<file path="src/rtl/bpu_dir_pred_module_pkg.sv">
// Shared BPU definitions: default widths, counter init value and saturating
// counter arithmetic, reused by the direction predictor and later BTB/RAS blocks.
package bpu_dir_pred_module_pkg;

   localparam int unsigned PC_W_DEF      = 32;
   localparam int unsigned PC_LSB_DEF    = 4;
   localparam int unsigned PHT_IDX_W_DEF = 8;
   localparam int unsigned GHR_W_DEF     = 8;
   localparam int unsigned CTR_W_DEF     = 2;
   localparam int unsigned CTR_W_MAX     = 4;

   typedef logic [CTR_W_MAX-1:0] ctr_max_t;

   // Weakly not-taken: one below the taken threshold.
   function automatic ctr_max_t ctr_init(input int unsigned w);
      return ctr_max_t'((1 << (w - 1)) - 1);
   endfunction

   // Saturating increment/decrement for a w-bit counter held in ctr_max_t.
   function automatic ctr_max_t ctr_sat_upd(input ctr_max_t c, input logic taken,
                                            input int unsigned w);
      ctr_max_t max_v;
      max_v = ctr_max_t'((1 << w) - 1);
      if (taken) return (c == max_v) ? c : c + 1'b1;
      return (c == '0) ? c : c - 1'b1;
   endfunction

endpackage

</file>
<file path="src/rtl/bpu_dir_pred_module_pht.sv">
// Pattern history table: flop array of saturating counters with one registered
// read port, one read-modify-write update port and update->read bypass.
module bpu_dir_pred_module_pht
   import bpu_dir_pred_module_pkg::*;
#(
   parameter int unsigned IDX_W = PHT_IDX_W_DEF,
   parameter int unsigned CTR_W = CTR_W_DEF
) (
   input  logic             clk,
   input  logic             rst,
   input  logic             i_rd_en,
   input  logic [IDX_W-1:0] i_rd_idx,
   output logic [CTR_W-1:0] o_rd_ctr,
   input  logic             i_wr_vld,
   input  logic [IDX_W-1:0] i_wr_idx,
   input  logic             i_wr_taken
);

   localparam int unsigned      DEPTH    = 1 << IDX_W;
   localparam logic [CTR_W-1:0] CTR_INIT = CTR_W'(ctr_init(CTR_W));

   logic [DEPTH-1:0][CTR_W-1:0] r_pht;
   logic [CTR_W-1:0]            r_rd_ctr;
   logic [CTR_W-1:0]            w_wr_cur;
   logic [CTR_W-1:0]            w_wr_nxt;
   logic [CTR_W-1:0]            w_rd_ctr;

   assign w_wr_cur = r_pht[i_wr_idx];
   assign w_wr_nxt = CTR_W'(ctr_sat_upd(ctr_max_t'(w_wr_cur), i_wr_taken, CTR_W));
   // A read of the entry being updated this cycle sees the post-update value.
   assign w_rd_ctr = (i_wr_vld && (i_wr_idx == i_rd_idx)) ? w_wr_nxt : r_pht[i_rd_idx];
   assign o_rd_ctr = r_rd_ctr;

   // Counter array: reset to weakly not-taken, RMW on update.
   always_ff @(posedge clk) begin
      if (rst)           r_pht           <= {DEPTH{CTR_INIT}};
      else if (i_wr_vld) r_pht[i_wr_idx] <= w_wr_nxt;
   end

   // Registered read port; holds the last value when no read is issued.
   always_ff @(posedge clk) begin
      if (rst)          r_rd_ctr <= '0;
      else if (i_rd_en) r_rd_ctr <= w_rd_ctr;
   end

endmodule

</file>
<file path="src/rtl/bpu_dir_pred_module.sv">
// Gshare direction predictor: PC ^ speculative GHR indexes the PHT, speculative
// history is repaired from a checkpoint on mispredict and from the committed
// history on flush.
module bpu_dir_pred_module
   import bpu_dir_pred_module_pkg::*;
#(
   parameter int unsigned PC_W      = PC_W_DEF,
   parameter int unsigned PC_LSB    = PC_LSB_DEF,
   parameter int unsigned PHT_IDX_W = PHT_IDX_W_DEF,
   parameter int unsigned GHR_W     = GHR_W_DEF,
   parameter int unsigned CTR_W     = CTR_W_DEF
) (
   input  logic                 clk,
   input  logic                 rst,
   input  logic                 i_flush,
   input  logic                 i_pred_vld,
   input  logic [PC_W-1:0]      i_pred_pc,
   output logic                 o_pred_vld,
   output logic                 o_pred_taken,
   output logic [PHT_IDX_W-1:0] o_pred_idx,
   output logic [CTR_W-1:0]     o_pred_ctr,
   output logic [GHR_W-1:0]     o_pred_ghr,
   input  logic                 i_spec_vld,
   input  logic                 i_spec_taken,
   input  logic                 i_upd_vld,
   input  logic [PHT_IDX_W-1:0] i_upd_idx,
   input  logic                 i_upd_taken,
   input  logic                 i_upd_mispred,
   input  logic [GHR_W-1:0]     i_upd_ghr
);

   logic                 r_pred_vld;
   logic [PHT_IDX_W-1:0] r_pred_idx;
   logic [GHR_W-1:0]     r_pred_ghr;
   logic [GHR_W-1:0]     r_sghr;
   logic [GHR_W-1:0]     r_cghr;
   logic [GHR_W-1:0]     w_sghr_nxt;
   logic [GHR_W-1:0]     w_cghr_nxt;
   logic [PHT_IDX_W-1:0] w_idx;
   logic                 w_rd_en;
   logic                 w_unused_pc;

   // Shift-in written as a shift so a 1-bit history just takes the new bit.
   function automatic logic [GHR_W-1:0] f_shift(input logic [GHR_W-1:0] g, input logic b);
      return (g << 1) | GHR_W'(b);
   endfunction

   assign w_unused_pc = ^i_pred_pc;
   assign w_idx       = i_pred_pc[PC_LSB +: PHT_IDX_W] ^ PHT_IDX_W'(r_sghr);
   // A flushed request is dropped entirely, so outputs keep their old values.
   assign w_rd_en     = i_pred_vld & ~i_flush;
   assign w_cghr_nxt  = i_upd_vld ? f_shift(r_cghr, i_upd_taken) : r_cghr;

   bpu_dir_pred_module_pht #(.IDX_W(PHT_IDX_W), .CTR_W(CTR_W)) u_pht (
      .clk        (clk),
      .rst        (rst),
      .i_rd_en    (w_rd_en),
      .i_rd_idx   (w_idx),
      .o_rd_ctr   (o_pred_ctr),
      .i_wr_vld   (i_upd_vld),
      .i_wr_idx   (i_upd_idx),
      .i_wr_taken (i_upd_taken)
   );

   // Speculative history next state: flush > mispredict repair > spec shift > hold.
   always_comb begin
      w_sghr_nxt = r_sghr;
      if (i_flush)                        w_sghr_nxt = w_cghr_nxt;
      else if (i_upd_vld && i_upd_mispred) w_sghr_nxt = f_shift(i_upd_ghr, i_upd_taken);
      else if (i_spec_vld)                w_sghr_nxt = f_shift(r_sghr, i_spec_taken);
   end

   // History registers.
   always_ff @(posedge clk) begin
      if (rst) begin
         r_sghr <= '0;
         r_cghr <= '0;
      end else begin
         r_sghr <= w_sghr_nxt;
         r_cghr <= w_cghr_nxt;
      end
   end

   // Prediction output registers; only valid drops when there is no request.
   always_ff @(posedge clk) begin
      if (rst) begin
         r_pred_vld <= 1'b0;
         r_pred_idx <= '0;
         r_pred_ghr <= '0;
      end else begin
         r_pred_vld <= w_rd_en;
         if (w_rd_en) begin
            r_pred_idx <= w_idx;
            r_pred_ghr <= r_sghr;
         end
      end
   end

   assign o_pred_vld   = r_pred_vld;
   assign o_pred_idx   = r_pred_idx;
   assign o_pred_ghr   = r_pred_ghr;
   assign o_pred_taken = o_pred_ctr[CTR_W-1];

endmodule

</file>
<file path="config.mk">
export PLATFORM = sky130hd
export DESIGN_NAME = bpu_dir_pred_module
export DESIGN_NICKNAME = d
export VERILOG_FILES = /design/src/rtl/bpu_dir_pred_module_pkg.sv /design/src/rtl/bpu_dir_pred_module_pht.sv /design/src/rtl/bpu_dir_pred_module.sv
export SDC_FILE = /design/constraint.sdc
export NUM_CORES = 2
export LEC_CHECK = 0
export ABC_CLOCK_PERIOD_IN_PS = 4200
export BUFFER_PORTS_ARGS = -buffer_cell sky130_fd_sc_hd__buf_2
export CORE_ASPECT_RATIO = 1.75
export CORE_MARGIN = 4
export CORE_UTILIZATION = 40
export CTS_CLUSTER_DIAMETER = 150
export DETAILED_ROUTE_END_ITERATION = 8
export GPL_TIMING_DRIVEN = 0
export SYNTH_ARGS = -nofsm -noshare
export SYNTH_HDL_FRONTEND = slang
export SYNTH_SLANG_ARGS = --single-unit
</file>
<file path="constraint.sdc">
create_clock -name clk -period 4.2 [get_ports clk]
set_input_delay 0.63 -clock clk [delete_from_list [all_inputs] [get_ports clk]]
set_output_delay 0.63 -clock clk [all_outputs]
set_load 0.1 [all_outputs]
</file>
==> flow_summary.ini <==
[worst_setup_path]
cp_cell_sequence = xor2_1 > nand2_1 > clkbuf_1 > o22ai_1 > nor4_1 > nor3_1 > nor4_2 > a22oi_1 > a21oi_1 > a211oi_1
cp-end-kind = register
cpPeakStageDelay_ps = 1280
critPathMaxFanout = 10
worst_path_max_delay_cell = clkbuf_1
crit_required_ps = 4690
worstPathArrival_ps = 5090
startpoint_type = register
worstSetupPathType = register to register

[global_route]
grt_usage_pct = 43.3
grt_overflow = 0
antenna_found_initial = 16
grt_pass1_vias = 28400
grt_max_degree = 15
grt_first_pass_wirelength_mm = 221

[clock_tree]
cts_sinks = 547
ctsHoldBuffers = 0
cts-root-buf = clkbuf_16
clk_latency_ps = 660
htreeDepth = 2
cts_buffer_depth = 3
cts_tree = built
clk_pin_slew_ps = 70
numCtsBuffers = 52

[drt]
num_vias = 29900
wl_per_cell_um = 37.5
postRouteAntennaNets = 0
drtIter0Drc = 4487
routed_via_density = 6.90
drc = 0
firstDrtPassIters = 9
routed_wl_mm = 163

[synth]
synth.distinct_cells = 55
synthesis.instances = 3280
yosys_warnings = 0
ys_seq_elements = 547
synth_flop_cell = dfxtp_1
syn_area_per_cell_um2 = 8.44
synth-edff-count = 0
yosysTopAreaCellShare_pct = 39.5
synthesis.nets = 3337
yosysSeqAreaShare_pct = 39.5
synth_top_area_cell = dfxtp_1
netlist_top_cells_count = 547 x dfxtp_1, 538 x nor2_1, 421 x a21oi_1
yosys-top-cells-area = dfxtp_1 40%, mux4_2 11%, a21oi_1 7.6%
async_flop_share_pct = 0
synth_most_common_cell = dfxtp_1
mappedNetlistArea_um2 = 27700

[timing]
rsz0062_at_grt = true
fin_tns_setup_ps = -993
setup_violations = 36
setup_slack_ps = -400
slew_violations = 44
period_share_pct = 110
fmax_ghz = 0.217
clock_skew_ps = 32.6
holdWs_ps = 266
tightest_slew_ps = 1690
finalHoldViolCount = 0
period_minus_slack_ps = 4600
max-slew-margin-rel_pct = -12.6

[layout]
drive_above_1_share_pct = 13.8
num-fill-cells = 6976
postLayoutCoreUtil_pct = 45.8
area_delta_synth_final_pct = 13.6
fin_nets = 3446

[floorplanning]
core-area_um2 = 68600
die_w_um = 207
die_h_um = 356
die_area_um2 = 73700
rows = 127
start_util_pct = 40.3
ios = 77

[placed_design]
place_hpwl_mm = 112
preCtsSetupSlack_ps = -2620
io_buffers = 43
gp_congestion = 1.07

[outcome]
outcome = finished with violations
violations = capacitance limit, slew limit, setup timing

[pwr]
vdd_drop_max_mv = 0.306
power.leakage_nw = 10.2
cellPowerDensity_nw_per_um2 = 405

[min_path]
hold_path.class = primary input to register

[run]
max_cap_violations = 5
## layer usage
layer	track usage, %	part of all wire, %
met1	45.3	31
met2	66.1	43
met3	15.9	12
met4	40.7	13
met5	0	0.016
## report_power, final
group          leakage (nW)  internal, mW  switching, mW
sequential             4.42          5.21         0.0297
combinational          5.03         0.556           2.10
clock                 0.785          2.58           2.24
## flip-flops by register name, indices dropped and copies added, names as in the netlist
signal          count
o_pred_idx          8
u_pht.r_pht       512
r_cghr              8
u_pht.o_rd_ctr      2
r_sghr              8
o_pred_ghr          8
o_pred_vld          1
## cell type report
type	count	area, µm²	share of cell area [%]
clock buffer	81	1550	4.93
tap	903	1130	3.59
clock inverter	8	78.8	0.251
antenna	11	27.5	0.0875
timing repair buffer	56	337	1.07
multi-input combinational	2442	15600	49.7
sequential	547	11000	34.8
buffer	286	1730	5.50
inverter	4	15.0	0.0477
## per-stage QoR
step / cells / total power [mW] / cell area [µm²]
after detailed placement: 4228 / 7.67 / 29100
after global routing: 4330 / 12.8 / 31400
after CTS: 4320 / 12.4 / 31200
after floorplan: 3280 / 6.49 / 27700
final: 4338 / 12.7 / 31500
after global placement: 4226 / 7.67 / 29000
## path summary, 6_finish.rpt
kind | start | end | slack (ps) | cells past startpoint
min | i_upd_taken | r_cghr[0] | 270 | 3
max | r_sghr[1] | u_pht.o_rd_ctr[1] | -400 | 10
min reg2reg | o_pred_ghr[3] | o_pred_ghr[3] | 450 | 2
max reg2reg | r_sghr[1] | u_pht.o_rd_ctr[1] | -400 | 10
## logic make-up after synthesis
kind of cell	count (synthesis)	synth area share (%)
AO/OA/AOI/OAI	869	19.3
multiplexers	283	16.2
buffers and inverters	291	4.64
AND/OR/NAND/NOR	1266	19.5
XOR/XNOR	24	0.759
flip-flops	547	39.5
## layout by cell type, fill, tap and decap left out, types with 6 or more instances in the layout
master	instances
dfxtp_1	547
mux2i_1	146
nor2b_1	9
nor2_1	534
clkbuf_4	33
mux4_2	132
xnor2_1	14
diode_2	11
nor4_2	11
o22ai_1	69
clkbuf_16	53
o21ai_0	31
a22oi_1	31
nand3_1	10
buf_4	35
clkbuf_2	45
nand2b_1	7
a221oi_1	7
nor3_1	272
xor2_1	6
a21oi_1	420
a22o_1	6
nand2_1	327
buf_6	20
buf_12	6
clkbuf_1	128
buf_2	79
nor4_1	61
a311oi_1	13
clkbuf_8	12
a211oi_1	262
## critical path, delay by kind of cell, from the launching register on
family / cells / cell delay (ps)
compound gates: 4 / 660
xor+xnor: 1 / 280
buf+inv: 1 / 1280
flops: 1 / 470
simple gates: 4 / 1730
## timing repair
action	4_1_cts	5_1_grt
pin swaps	3	5
endpoints found under the setup margin	514	514
hold endpoints to repair	0	0
buffers inserted	3	8
gates resized for setup	191	98
cloned	0	0
Note: power is estimated with default switching activity, not from simulation.
